**src/rtl/msrv32_rf_pkg.sv**
```systemverilog
// Shared definitions for the msrv32 register file with scoreboard:
// FSM state encoding, default sizes and writeback port indices.
package msrv32_rf_pkg;

    // Default data width and register count.
    localparam int XLEN_DEF  = 32;
    localparam int NREGS_DEF = 32;

    // Number of writeback ports and their roles.
    localparam int NWP     = 2;
    localparam int WB_ALU  = 0;
    localparam int WB_LOAD = 1;

    // Array state: sweeping zeroes into the array, or normal operation.
    typedef enum logic {
        RF_CLEAR = 1'b0,
        RF_RUN   = 1'b1
    } rf_state_e;

endpackage

```
**src/rtl/msrv32_rf_read_port.sv**
```systemverilog
// One combinational read path of the register file: zero-detect on x0,
// priority bypass from the two writeback ports (load over ALU), and
// pending-write flag forwarding that agrees with the data bypass.
module msrv32_rf_read_port
    import msrv32_rf_pkg::*;
#(
    parameter int XLEN = XLEN_DEF,
    parameter int AW   = 5
) (
    input  logic                run,
    input  logic [AW-1:0]       rs_addr,
    input  logic [XLEN-1:0]     stored_data,
    input  logic                stored_busy,
    input  logic [NWP-1:0]      wr_eff,
    input  logic [NWP*AW-1:0]   wr_addr,
    input  logic [NWP*XLEN-1:0] wr_data,
    output logic [XLEN-1:0]     rs_data,
    output logic                rs_busy
);

    logic hit_alu;
    logic hit_load;

    // wr_eff is already qualified with RUN and a non-zero address.
    assign hit_alu  = wr_eff[WB_ALU]  && (wr_addr[WB_ALU*AW  +: AW] == rs_addr);
    assign hit_load = wr_eff[WB_LOAD] && (wr_addr[WB_LOAD*AW +: AW] == rs_addr);

    // Select read data and busy: x0 and CLEAR read as zero, load bypass beats ALU bypass.
    always_comb begin
        // NOTE: outputs get a default first so every path assigns them and no latch is inferred.
        rs_data = '0;
        rs_busy = 1'b0;
        if (run && (rs_addr != '0)) begin
            if (hit_load) begin
                rs_data = wr_data[WB_LOAD*XLEN +: XLEN];
            end else if (hit_alu) begin
                rs_data = wr_data[WB_ALU*XLEN +: XLEN];
            end else begin
                rs_data = stored_data;
                rs_busy = stored_busy;
            end
        end
    end

endmodule

```
**src/rtl/msrv32_reg_file_sb.sv**
```systemverilog
// msrv32 integer register file: NRD combinational read ports, two writeback
// ports (ALU, load) with write-through bypass, a per-register pending-write
// scoreboard, and a one-register-per-cycle clear sweep after reset or on request.
module msrv32_reg_file_sb
    import msrv32_rf_pkg::*;
#(
    parameter int  XLEN  = XLEN_DEF,
    parameter int  NREGS = NREGS_DEF,
    parameter int  NRD   = 2,
    localparam int AW    = $clog2(NREGS)
) (
    input  logic                ms_riscv32_mp_clk_in,
    input  logic                ms_riscv32_mp_rst_n_in,
    input  logic                clear_req_in,
    output logic                rf_ready_out,
    input  logic [NRD*AW-1:0]   rs_addr_in,
    output logic [NRD*XLEN-1:0] rs_data_out,
    output logic [NRD-1:0]      rs_busy_out,
    input  logic [NWP-1:0]      wr_en_in,
    input  logic [NWP*AW-1:0]   wr_addr_in,
    input  logic [NWP*XLEN-1:0] wr_data_in,
    input  logic                issue_en_in,
    input  logic [AW-1:0]       issue_rd_in
);

    rf_state_e        state;
    logic [AW-1:0]    clr_idx;
    logic [NREGS-1:0] busy;
    logic [XLEN-1:0]  regs [NREGS];
    logic             run;
    logic [NWP-1:0]   wr_eff;

    assign run          = (state == RF_RUN);
    assign rf_ready_out = run;

    // A write is effective only in RUN and only to a non-zero register.
    for (genvar p = 0; p < NWP; p++) begin : g_wr_eff
        assign wr_eff[p] = run && wr_en_in[p] && (wr_addr_in[p*AW +: AW] != '0);
    end

    // Clear FSM: sweep clr_idx over every register, then run until a clear request.
    always_ff @(posedge ms_riscv32_mp_clk_in or negedge ms_riscv32_mp_rst_n_in) begin
        // NOTE: sequential state uses non-blocking assignments so every block sees pre-edge values.
        if (!ms_riscv32_mp_rst_n_in) begin
            state   <= RF_CLEAR;
            clr_idx <= '0;
        end else if (state == RF_CLEAR) begin
            if (clear_req_in) begin
                clr_idx <= '0;
            end else if (clr_idx == AW'(NREGS - 1)) begin
                state   <= RF_RUN;
                clr_idx <= '0;
            end else begin
                clr_idx <= clr_idx + AW'(1);
            end
        end else if (clear_req_in) begin
            state   <= RF_CLEAR;
            clr_idx <= '0;
        end
    end

    // Storage: zero one register per cycle while clearing, otherwise apply writebacks.
    always_ff @(posedge ms_riscv32_mp_clk_in) begin
        // NOTE: the array has no reset; the clear sweep zeroes it, so it can map onto plain RAM.
        if (state == RF_CLEAR) begin
            regs[clr_idx] <= '0;
        end else begin
            // Load port is applied last so it wins a same-address collision.
            for (int p = 0; p < NWP; p++) begin
                if (wr_eff[p]) begin
                    regs[wr_addr_in[p*AW +: AW]] <= wr_data_in[p*XLEN +: XLEN];
                end
            end
        end
    end

    // Scoreboard: writebacks clear pending bits, issue sets one; issue applied last wins.
    always_ff @(posedge ms_riscv32_mp_clk_in or negedge ms_riscv32_mp_rst_n_in) begin
        if (!ms_riscv32_mp_rst_n_in) begin
            busy <= '0;
        end else if (!run || clear_req_in) begin
            busy <= '0;
        end else begin
            for (int p = 0; p < NWP; p++) begin
                if (wr_eff[p]) begin
                    busy[wr_addr_in[p*AW +: AW]] <= 1'b0;
                end
            end
            if (issue_en_in && (issue_rd_in != '0)) begin
                busy[issue_rd_in] <= 1'b1;
            end
        end
    end

    // One read path per port.
    for (genvar k = 0; k < NRD; k++) begin : g_rd
        logic [AW-1:0] addr;
        assign addr = rs_addr_in[k*AW +: AW];

        msrv32_rf_read_port #(
            .XLEN (XLEN),
            .AW   (AW)
        ) u_rd (
            .run         (run),
            .rs_addr     (addr),
            .stored_data (regs[addr]),
            .stored_busy (busy[addr]),
            .wr_eff      (wr_eff),
            .wr_addr     (wr_addr_in),
            .wr_data     (wr_data_in),
            .rs_data     (rs_data_out[k*XLEN +: XLEN]),
            .rs_busy     (rs_busy_out[k])
        );
    end

endmodule

```
**config.mk**
```make
export PLATFORM = sky130hd
export DESIGN_NAME = msrv32_reg_file_sb
export DESIGN_NICKNAME = d
export VERILOG_FILES = /design/src/rtl/msrv32_rf_pkg.sv /design/src/rtl/msrv32_rf_read_port.sv /design/src/rtl/msrv32_reg_file_sb.sv
export SDC_FILE = /design/constraint.sdc
export NUM_CORES = 2
export LEC_CHECK = 0
export ABC_AREA = 0
export CAP_MARGIN = 5
export CORE_ASPECT_RATIO = 0.9
export CORE_UTILIZATION = 30
export DETAILED_ROUTE_END_ITERATION = 6
export PLACE_DENSITY = 0.43
export SLEW_MARGIN = 0
export SYNTH_ARGS = -nofsm -noshare
export SYNTH_HDL_FRONTEND = slang
export SYNTH_HIERARCHICAL = 1
export SYNTH_SLANG_ARGS = --single-unit
```
**constraint.sdc**
```tcl
create_clock -name ms_riscv32_mp_clk_in -period 4.4 [get_ports ms_riscv32_mp_clk_in]
set_input_delay 1.32 -clock ms_riscv32_mp_clk_in [delete_from_list [all_inputs] [get_ports ms_riscv32_mp_clk_in]]
set_output_delay 1.32 -clock ms_riscv32_mp_clk_in [all_outputs]
set_load 0.02 [all_outputs]
```
==> After elaboration in Yosys (flattened, before gate mapping) <==
Memories as Yosys holds them, arrays and structs flattened.
Cells that the tools add are included.
{ "word_totals": {"reg_bits": 38, "mem_bits_rw": 1024, "input_bits": 95, "output_inout_bits": 67, "word_cells": 92, "memories": 1} }
{ "op_classes": {"add_sub_neg": 1, "n_lt_le_gt_ge": 8, "eq_ne": 6, "muxes": 46, "bitwise": 5, "n_reduce_logical": 22} }
{ "memory_table": {"columns": ["memory", "words", "width", "read_ports", "rd_clocked_by_memory_dff", "wr", "line_no", "source"], "rows": [
  ["regs", 32, 32, 2, 0, 2, "msrv32_reg_file_sb.sv:29", "logic [XLEN-1:0] regs [NREGS];"]
]} }
{ "ops": {"columns": ["operator", "count"], "rows": [
  ["two-way mux 32 bit", 13],
  ["AND 32 bit", 2],
  ["NOT 32 bit", 2],
  ["OR 32 bit", 1],
  ["OR reduction 32 bit", 1],
  ["less-than comparator 5 x 6 -> 1 bit, second input constant", 5],
  ["two-way mux 5 bit", 5],
  ["nonzero test 5 bit", 5],
  ["two-way mux 1 bit", 23],
  ["== test 5 bit", 4],
  ["demux 1 bit (select 5 bit)", 3],
  [">= comparator 5 x 1 -> 1 bit, second input constant", 3],
  ["logical AND 1 bit", 14],
  ["binary-select mux 1 bit (select 5 bit)", 2],
  ["adder 5 x 1 -> 5 bit, second input constant", 1],
  ["== test 5 bit, second input constant", 1],
  ["!= test 2 bit, second input constant", 1],
  ["zero test 1 bit", 1],
  ["logical OR 1 bit", 1]
]} }

==> Depth between registers and ports, before layout <==
{ "logic_depth": {"word_depth": 14, "ltp_mapped": 10, "mapped_depth_nobuf": 7} }

==> Cells and area by module <==
The synthesis kept the hierarchy.
{ "modules_own_cells": {"columns": ["module", "n_inst", "cells_per_inst", "area_per_inst_um2", "seq_area_each_um2"], "rows": [
  ["msrv32_reg_file_sb", 1, 6230, 62799.0, 31700.4],
  ["msrv32_rf_read_port", 2, 175, 1287.5, 0.0]
]} }

==> Worst setup path before layout <==
Ideal clock, no wire load.
{ "synth_timing": {"path_kind": "input-to-reg", "startpoint": "input port wr_addr_in[4]", "endpoint": "memory regs[0][0] in the netlist's numbering, enable pin", "setup_ps": 502, "arrival_ps": 5338, "t_required_ps": 3898, "path_slack_ps": -1439, "stages": 7, "n_path_buf": 2, "path_cell_list": "buf_2 nor3_4 a21o_4 inv_4 buf_6 a22oi_2 nor4_1"} }
{ "synth_rtl": {"columns": ["element", "line_no", "source"], "rows": [
  ["start, declared", "msrv32_reg_file_sb.sv:20", "input logic [NWP*AW-1:0] wr_addr_in,"],
  ["end, declared", "msrv32_reg_file_sb.sv:29", null]
]} }

==> Worst setup path in the final report <==
{ "layout_timing": {"startpoint": "input port rs_addr_in[1]", "endpoint": "output port rs_data_out[21]"} }
{ "layout_between": {"elab_chain_cells": 5, "word_cells_on_any_way": 10, "classes_between": "eq/ne (2); mux (3); reduce/logical (4); memory (1)"} }
{ "layout_rtl": {"columns": ["element", "line_no", "source"], "rows": [
  ["start, declared", "msrv32_reg_file_sb.sv:16", "input logic [NRD*AW-1:0] rs_addr_in,"],
  ["branches (longest 4 deep; another with memory read (32 x 32 bit))", null, null],
  ["two-way mux 32 bit *", "msrv32_rf_read_port.sv:33", "if (run && (rs_addr != '0)) begin"],
  ["end, declared", "msrv32_reg_file_sb.sv:17", "output logic [NRD*XLEN-1:0] rs_data_out,"]
]} }
Mark *: on every way between the ends.

==> results.yml <==
sta:
  hold_violations: 0
  finClkSkew_ns: 0.0366
  finalCriticalPeriod_ns: 4.58
  timing.fmax_mhz: 218
  slew_headroom_pct: 13.4
  fin_ws_ns: -0.181
  period_share_pct: 104
  drv_slew: 0
  worst_slew_pin_slew_ns: 1.28
  rsz0062_at_grt: "yes"
  setup_violations: 66
  whs_ns: 0.530
drt:
  vias_per_cell: 5.82
  drcViolationCount: 0
  drt-total-wl_um: 342000
  drt_iter0_markers: 7202
  routedWlPerCell_um: 33.8
  num_vias: 58900
  final_antenna_net_count: 0
  dr.pass1.iters: 6
setup_path:
  cpMostUsedCell: "buf_16"
  required_ns: 3.08
  cp_max_fo: 6
  slowest_stage: "and4_4"
  critPathCaptureType: "primary output"
  start_kind: "primary input"
  critPathArrivalTime_ns: 3.26
  path_cells: "buf_16 -> buf_16 -> buf_12 -> buf_8 -> xnor2_4 -> and4_4 -> buf_16 -> buf_12 -> nand3_4 -> a31oi_4 -> buf_6"
  critPathKind: "primary input to primary output"
  cpPeakStageDelay_ns: 0.32
clock_tree:
  cts_root_buf: "clkbuf_16"
  cts_buffer_depth: 3
  clk_pin_slew_ns: 0.05
  postCtsHoldBufs: 0
  clock-sinks: 1062
  clock_latency_ns: 0.82
  cts_buffers: 133
  cts_tree: "yes"
  h-tree-depth: 4
logic_synthesis:
  synth-compound-area-share_pct: 17.4
  synth_edf_count: 1024
  synthFlopType: "edfxtp_1"
  yosys_register_bits: 1062
  synth_fp_nets: 6677
  synth.avg_cell_area_um2: 9.94
  syn_area_mm2: 0.0654
  yosysSeqAreaShare_pct: 48.5
  synth_top_family_by_area: "compound AO/OA/AOI/OAI gates"
  yosysWarnings: 6
  async_flop_share_pct: 3.58
  synth_mux_area_share_pct: 16.2
  syn_inst: 6580
  synthXorXnorAreaFrac_pct: 0.268
  synth_cell_type_count: 65
  synth_simple_gate_area_share_pct: 11.7
  synthAdderAreaFrac_pct: 0.0383
finish:
  regArea_mm2: 0.0317
  final_util_pct: 41.0
  nNetsFinal: 7240
  final_cell_mix: "nand2_1 (1237), edfxtp_1 (1024), mux2i_1 (1014), o21ai_0 (898), buf_4 (511)"
  layout_commonest_cell: "nand2_1"
  fill_cells: 20800
  drive_gt1_share_pct: 26.5
  finalNonFillerCells: 10100
  syn2layout_area_growth_pct: 35.8
  multi_input_area_mm2: 0.0339
pwr:
  p_leak_nw: 33.8
  p_per_area_mw_per_mm2: 294
  total_power_w: 0.0261
  worst_ir_drop_vdd_mv: 0.350
die:
  dieHeight_um: 445
  placementRows: 162
  core_area_mm2: 0.216
  dieArea_mm2: 0.220
  ios: 162
  start_util_pct: 30.2
  die_width_um: 494
place:
  placed_cells: 9567
  hpwlAfterDp_um: 206000
  io_buffers: 161
  routabilityCongestion: 0.884
hold_path:
  hold_class: "flip-flop to flip-flop"
global_routing:
  grt_pass1_wl_um: 464000
  overflow: 0
  track_usage_pct: 30.2
  grt_pass1_vias: 56000
  grt_antenna_before_repair: 14
  grt_max_degree: 66
job:
  cap_viol_max_count: 0
outcome:
  outcome: "finished with violations"
  violations: "setup timing"
Yosys cell counts (all sizes together), types with 38 or more instances:
cell	count	area share, %
nand2	1271	7.4
a22o	128	1.7
clkbuf	299	1.7
nor2	89	0.79
a21oi	223	1.7
o31ai	65	0.75
a31oi	134	1.9
dfrtp	38	1.5
mux2i	1056	16
buf	445	4.0
nand3	269	2.1
a22oi	210	2.4
edfxtp	1024	47
o21ai	1076	8.2
nor3	72	0.58
routing by layer:
metal | share of wire (%) | GRT usage [%]
met1 | 42 | 41.0
met2 | 44 | 46.3
met3 | 8.6 | 5.67
met4 | 5.2 | 14.2
met5 | 0.0038 | 0
worst max-delay path: cells and delay by family:
kind / cells / cell delay (ns)
AO/OA/AOI/OAI: 1 / 0.32
XOR/XNOR: 1 / 0.15
buffers and inverters: 7 / 1.04
AND/OR/NAND/NOR: 2 / 0.39
path summary, 6_finish.rpt:
| path | from | endpoint | slack, ns | cells after the start |
|---|---|---|---|---|
| hold / removal | busy[0]$_DFF_PN0_ | busy[0]$_DFF_PN0_ | 0.53 | 2 |
| setup reg to reg | rf_ready_out$_DFF_PN0_ | regs[24][20]$_DFFE_PP_ | 1.24 | 9 |
| hold reg to reg | busy[0]$_DFF_PN0_ | busy[0]$_DFF_PN0_ | 0.53 | 2 |
| setup / recovery | rs_addr_in[1] | rs_data_out[21] | -0.18 | 11 |
| max in group asynchronous | ms_riscv32_mp_rst_n_in | busy[23]$_DFF_PN0_ | 3.16 | 1 |
| min in group asynchronous | ms_riscv32_mp_rst_n_in | busy[9]$_DFF_PN0_ | 0.63 | 1 |
through the flow:
stage	worst slack [ns]	TNS, ns	instance area (um2)
6_report	-0.181	-8.53	88800
5_1_grt	-0.213	-9.55	88800
4_1_cts	-0.279	-9.73	87100
3_5_place_dp	-1.52	-85.56	75500
3_3_place_gp	-1.52	-84.62	75500
2_1_floorplan	-0.677	-175.65	65400
flip-flops by register name, summed over array words and instances (netlist names):
name,cells
busy,32
clr_idx,5
regs,1024
rf_ready_out,1
power by group:
part           internal (W)  switching, W
sequential           0.0110     0.0000527
clock               0.00626       0.00477
combinational       0.00172       0.00223
final cells by class:
cell class	instances	area share (%)
well taps	2870	4.04
diodes	3	0.00845
clock buffers	174	4.11
inverters	37	0.162
flip-flops and latches	1062	35.7
repair buffers	1172	17.2
clock inverters	64	0.606
multi-input cells	4737	38.1
cells by family (layout without fill, tap and decap cells):
family,after synthesis,after routing
compound gates,1887,1887
xor+xnor,20,20
fa+ha+maj,2,2
buf+inv,781,1447
flops,1062,1062
mux,1056,1056
other cells,0,3
simple gates,1772,1772
repair_timing:
item	in CTS	in global routing
pin swaps	316	205
endpoints found under the hold margin	0	0
setup buffers	222	80
cloned	56	10
resized for setup	1214	244
setup endpoints to repair	66	66
(Power assumes the default switching activity.)
